## src/rtl/rf_wb_arbiter.sv

```systemverilog
// Register-file write-port arbiter: ALU writeback (A) always wins, long-latency
// completions (B) queue in a small FIFO. Optional same-cycle B bypass: RF_WB_BYPASS_EN.
module rf_wb_arbiter #(
  parameter int DEPTH      = 2,
  parameter int STARVE_MAX = 4
) (
  input  logic        clk,
  input  logic        rst,
  input  logic        pipeline_en,
  input  logic        a_wen,
  input  logic [4:0]  a_rd,
  input  logic [31:0] a_wdata,
  input  logic        b_valid,
  output logic        b_ready,
  input  logic [4:0]  b_rd,
  input  logic [31:0] b_wdata,
  input  logic [4:0]  rs1,
  input  logic [4:0]  rs2,
  output logic        hazard,
  output logic        wb_wen,
  output logic [4:0]  wb_rd,
  output logic [31:0] wb_wdata,
  output logic        stall_req
);

  localparam int PW = (DEPTH > 1) ? $clog2(DEPTH) : 1;
  localparam int CW = $clog2(DEPTH + 1);
  localparam int WW = $clog2(STARVE_MAX + 1);

  logic [4:0]       q_rd   [DEPTH];
  logic [31:0]      q_data [DEPTH];
  logic [DEPTH-1:0] q_valid;
  logic [PW-1:0]    wr_ptr, rd_ptr;
  logic [CW-1:0]    count;
  logic [WW-1:0]    wait_cnt, wait_next;
  logic             stall_q;

  logic full, empty, a_active, deq, bypass, accept, push;

  assign full     = (count == CW'(DEPTH));
  assign empty    = (count == '0);
  assign a_active = !rst && a_wen && (a_rd != 5'd0) && pipeline_en;
  assign deq      = !rst && pipeline_en && !a_active && !empty;

`ifdef RF_WB_BYPASS_EN
  assign bypass = !rst && empty && pipeline_en && !a_active && b_valid && (b_rd != 5'd0);
`else
  assign bypass = 1'b0;
`endif

  // Valid/ready: a B completion transfers in any cycle where b_valid && b_ready
  // at the rising edge; b_ready never depends on a same-cycle pop.
  assign b_ready = !full && !rst;
  assign accept  = b_valid && b_ready;
  assign push    = accept && (b_rd != 5'd0) && !bypass;

  always_comb begin
    wb_wen   = 1'b0;
    wb_rd    = 5'd0;
    wb_wdata = 32'd0;
    if (a_active) begin
      wb_wen   = 1'b1;
      wb_rd    = a_rd;
      wb_wdata = a_wdata;
    end else if (deq) begin
      wb_wen   = 1'b1;
      wb_rd    = q_rd[rd_ptr];
      wb_wdata = q_data[rd_ptr];
    end else if (bypass) begin
      wb_wen   = 1'b1;
      wb_rd    = b_rd;
      wb_wdata = b_wdata;
    end
  end

  always_comb begin
    hazard = 1'b0;
    for (int i = 0; i < DEPTH; i++) begin
      if (q_valid[i] && (((rs1 != 5'd0) && (q_rd[i] == rs1)) ||
                         ((rs2 != 5'd0) && (q_rd[i] == rs2))))
        hazard = 1'b1;
    end
    if (rst) hazard = 1'b0;
  end

  // Counts cycles the head sits undequeued; saturates so stall_req holds steady.
  always_comb begin
    wait_next = wait_cnt;
    if (empty || deq)
      wait_next = '0;
    else if (wait_cnt != WW'(STARVE_MAX))
      wait_next = wait_cnt + WW'(1);
  end

  always_ff @(posedge clk) begin
    if (rst) begin
      wr_ptr   <= '0;
      rd_ptr   <= '0;
      count    <= '0;
      q_valid  <= '0;
      wait_cnt <= '0;
      stall_q  <= 1'b0;
    end else begin
      if (push) begin
        q_rd[wr_ptr]    <= b_rd;
        q_data[wr_ptr]  <= b_wdata;
        q_valid[wr_ptr] <= 1'b1;
        wr_ptr          <= wr_ptr + PW'(1);
      end
      if (deq) begin
        q_valid[rd_ptr] <= 1'b0;
        rd_ptr          <= rd_ptr + PW'(1);
      end
      count    <= count + CW'(push) - CW'(deq);
      wait_cnt <= wait_next;
      stall_q  <= (wait_next == WW'(STARVE_MAX));
    end
  end

  assign stall_req = stall_q && !rst;

endmodule
```

## config.mk

```make
export PLATFORM = sky130hd
export DESIGN_NAME = rf_wb_arbiter
export DESIGN_NICKNAME = d
export VERILOG_FILES = /design/src/rtl/rf_wb_arbiter.sv
export SDC_FILE = /design/constraint.sdc
export NUM_CORES = 1
export LEC_CHECK = 0
export ABC_AREA = 0
export BUFFER_PORTS_ARGS = -buffer_cell sky130_fd_sc_hd__buf_2
export CAP_MARGIN = 10
export CORE_MARGIN = 4
export CORE_UTILIZATION = 45
export DETAILED_ROUTE_END_ITERATION = 10
export PLACE_DENSITY_LB_ADDON = 0.12
export SLEW_MARGIN = 10
export SYNTH_ARGS = -nofsm -noshare
export SYNTH_HDL_FRONTEND = slang
export SYNTH_SLANG_ARGS = --single-unit
```

## constraint.sdc

```tcl
create_clock -name clk -period 3.2 [get_ports clk]
set_input_delay 0.64 -clock clk [delete_from_list [all_inputs] [get_ports clk]]
set_output_delay 0.64 -clock clk [all_outputs]
set_load 0.005 [all_outputs]
```

==> impl_metrics.toml <==
[outcome]
status = "finished clean"

[global_routing]
grt_max_degree = 42
antenna_found_initial = 0
grt_use_total_pct = 16.1
grt_pass1_wl_um = 12400
grt_remaining_overflow = 0
grt_pass1_vias = 2662

[final_layout]
final_cells = 534
drive_gt1_share_pct = 35.7
area_delta_synth_final_pct = 24.8
finish.utilization_pct = 57.7
num_antenna_cells = 0
nets = 517

[flow_run]
max-cap-violations = 0

[sta]
min_period_over_period_pct = 94.7
fin_ws_ns = 0.168
tns_ns = 0
finClkSkew_ns = 0.00770
hold_viol_final = 0
tightest_slew_ns = 0.556
max_freq_mhz = 330
min_period_ns = 3.03
rsz0062_at_grt = "false"
slew_violations = 0
relSlewSlack_pct = 62.9
setup_viol = 0

[drt]
drtIter0Drc = 102
dr.pass1.iters = 4
drc_errors = 0
wl_per_cell_um = 14.7
dr_wl_met2_um = 3870
maxUsedRoutingLayer = "met4"
viasPerCell = 4.92
routed_wl_um = 7870
wl_met1_um = 3300
vias = 2626
ant_nets = 0
met3WireLength_um = 513

[die]
initial_core_util_pct = 46.2
io_pins = 130
dieArea_um2 = 9970
die_w_um = 99.8
die_y_um = 99.8
coreArea_um2 = 8220
num_rows = 33

[clock_tree]
ctsHoldBuffers = 0
cts_repair_resize_count = 0
cts_buffers = 9
clk_pin_slew_ns = 0.09
cts.path.max_buffers = 2
cts_max_level = 3
clk_latency_ns = 0.34
cts-root-buf = "clkbuf_8"
cts_sinks = 85
postCtsSetupBuffers = 0
cts_tree = "built"

[synth]
ys_seq_area_share_pct = 64.4
synthCells = 294
synth_nets = 387
synth_warnings = 0
syn-mean-instance-area_um2 = 12.9
synthDistinctLibCells = 30
synth-seq-cells = 85
netlist_area_um2 = 3790

[critical_path]
worstPathArrival_ns = 2.39
reg2reg_to = "count[0]$_SDFF_PP0_"
r2r_start = "count[1]$_SDFF_PP0_"
reg2reg_slack_ns = 1.11
path_max_fanout = 41
rr_worst_depth = 8
critPathRequiredTime_ns = 2.56
critical_path_class = "in2out"
end_kind = "output pin"
startpoint_type = "primary input"

[placed_design]
dp.cells = 518
port_buffers = 129
place_congestion = 0.863
pre_cts_ws_ns = 0.153
dp.final_hpwl_um = 5630

[power_and_ir_drop]
leakage_nw = 1.87
total_power_mw = 2.26
irDropWorstVdd_v = 0.000255
powerDensity_nw_per_um2 = 477

[hold_path]
worstHoldStart = "b_wdata[13]"
worstHoldPathType = "in2reg"
holdPathStages = 1
hold_end = "q_data[1][13]$_DFFE_PP_"
==> state kept, by name (all words and copies together), names as in the netlist, named ones only <==
name and cells:
count 2, stall_q 1, q_valid 2, wait_cnt 3
q_data 64, rd_ptr 1, wr_ptr 1, q_rd 10
==> synth_stat cells <==
master / number / area share (%)
nor2b_1: 2 / 0.33
clkbuf_1: 8 / 0.79
buf_2: 1 / 0.13
and3_1: 1 / 0.16
mux2i_1: 39 / 10
and2_1: 1 / 0.16
clkbuf_2: 3 / 0.40
a211oi_1: 1 / 0.20
dfxtp_1: 11 / 5.8
a21oi_1: 4 / 0.53
nand3_1: 4 / 0.53
or4_1: 4 / 0.79
ha_1: 4 / 1.3
nand3b_4: 1 / 0.53
o221a_1: 1 / 0.30
o21a_1: 1 / 0.20
nor3b_1: 1 / 0.20
o211a_1: 1 / 0.26
xor2_1: 10 / 2.3
xnor2_1: 14 / 3.2
nor3_1: 1 / 0.13
nand2b_1: 3 / 0.49
inv_1: 7 / 0.69
nor4_1: 4 / 0.66
buf_6: 2 / 0.59
o21ai_0: 39 / 5.1
nand2_1: 40 / 4.0
and3b_1: 1 / 0.23
edfxtp_1: 74 / 59
nor2_1: 11 / 1.1
==> per-layer routing <==
metal  global-route usage, %  vias up
li1                        -     1326
met2                    27.7       85
met3                    3.82       16
met4                    7.14        0
met5                       0        -
met1                    19.3     1199
==> logic make-up (layout without fill, tap and decap cells) <==
group	Yosys count	after routing	share of synthesized area [%]
flip-flops	85	85	64.4
AND/OR/NAND/NOR	74	74	9.26
AO/OA/AOI/OAI	47	47	6.63
multiplexers	39	39	10.3
XOR/XNOR	24	24	5.54
buffers and inverters	21	156	2.60
adder cells (fa/ha/maj)	4	4	1.32
==> critical path, stage by stage <==
cell and delay, ns:
buf_2 0.10, or4_1 0.53, o21a_1 0.20, nand3b_4 0.43
o21ai_0 0.33, buf_2 0.16
==> through the flow <==
stage / hold slack, ns / area (um^2)
detailed placement: 0.494 / 4560
floorplan: 0.459 / 3800
global placement: 0.490 / 4560
finish: 0.477 / 4740
CTS: 0.460 / 4740
global route: 0.457 / 4740
==> power by group <==
| part | total (mW) | leakage, nW | switching [mW] | internal (mW) |
|---|---|---|---|---|
| clock network | 0.659 | 0.0898 | 0.375 | 0.284 |
| registers | 1.30 | 0.768 | 0.0343 | 1.27 |
| logic | 0.299 | 1.01 | 0.154 | 0.145 |
| total | 2.26 | 1.87 | 0.563 | 1.70 |
==> final cells by class <==
type	count	area [um^2]
multi-input combinational	188	1260
timing repair buffer	133	701
inverter	7	26.3
fill	707	3480
clock inverter	7	48.8
sequential	85	2440
tap	105	131
clock buffer	9	124
==> worst max path at each step <==
stage,from,endpoint,slack (ns),depth (start not counted)
floorplan,rst,q_valid[0]$_SDFF_PP0_,0.49,6
global placement,a_rd[1],wb_wdata[13],0.22,6
detailed placement,a_rd[1],wb_wdata[13],0.15,6
CTS,a_rd[1],wb_wdata[13],0.15,6
global route,a_rd[1],wb_wdata[17],0.04,6
finish,a_rd[1],wb_wdata[13],0.17,6
==> cell usage in the layout, fill, tap and decap left out <==
cell        instances
nor2_1             10
clkinvlp_4          1
buf_4               2
edfxtp_1           74
dfxtp_2             1
mux2i_1            39
inv_1               7
and2_2              1
o21a_1              1
nor3b_1             1
nand2b_1            3
nor4_1              4
dfxtp_1            10
o211a_1             1
nand3b_4            1
nor2_4              1
a21oi_1             4
inv_6               2
nand2_1            40
clkinv_2            3
and3_1              1
nand3_1             4
xor2_1             10
a211oi_1            1
clkinv_4            1
nor2b_1             2
buf_2             129
clkbuf_8            9
xnor2_1            14
o221a_1             1
or4_1               4
and3b_1             1
nor3_1              1
o21ai_0            39
buf_12              2
ha_1                4
No activity file was read; power rests on OpenSTA's default activity.
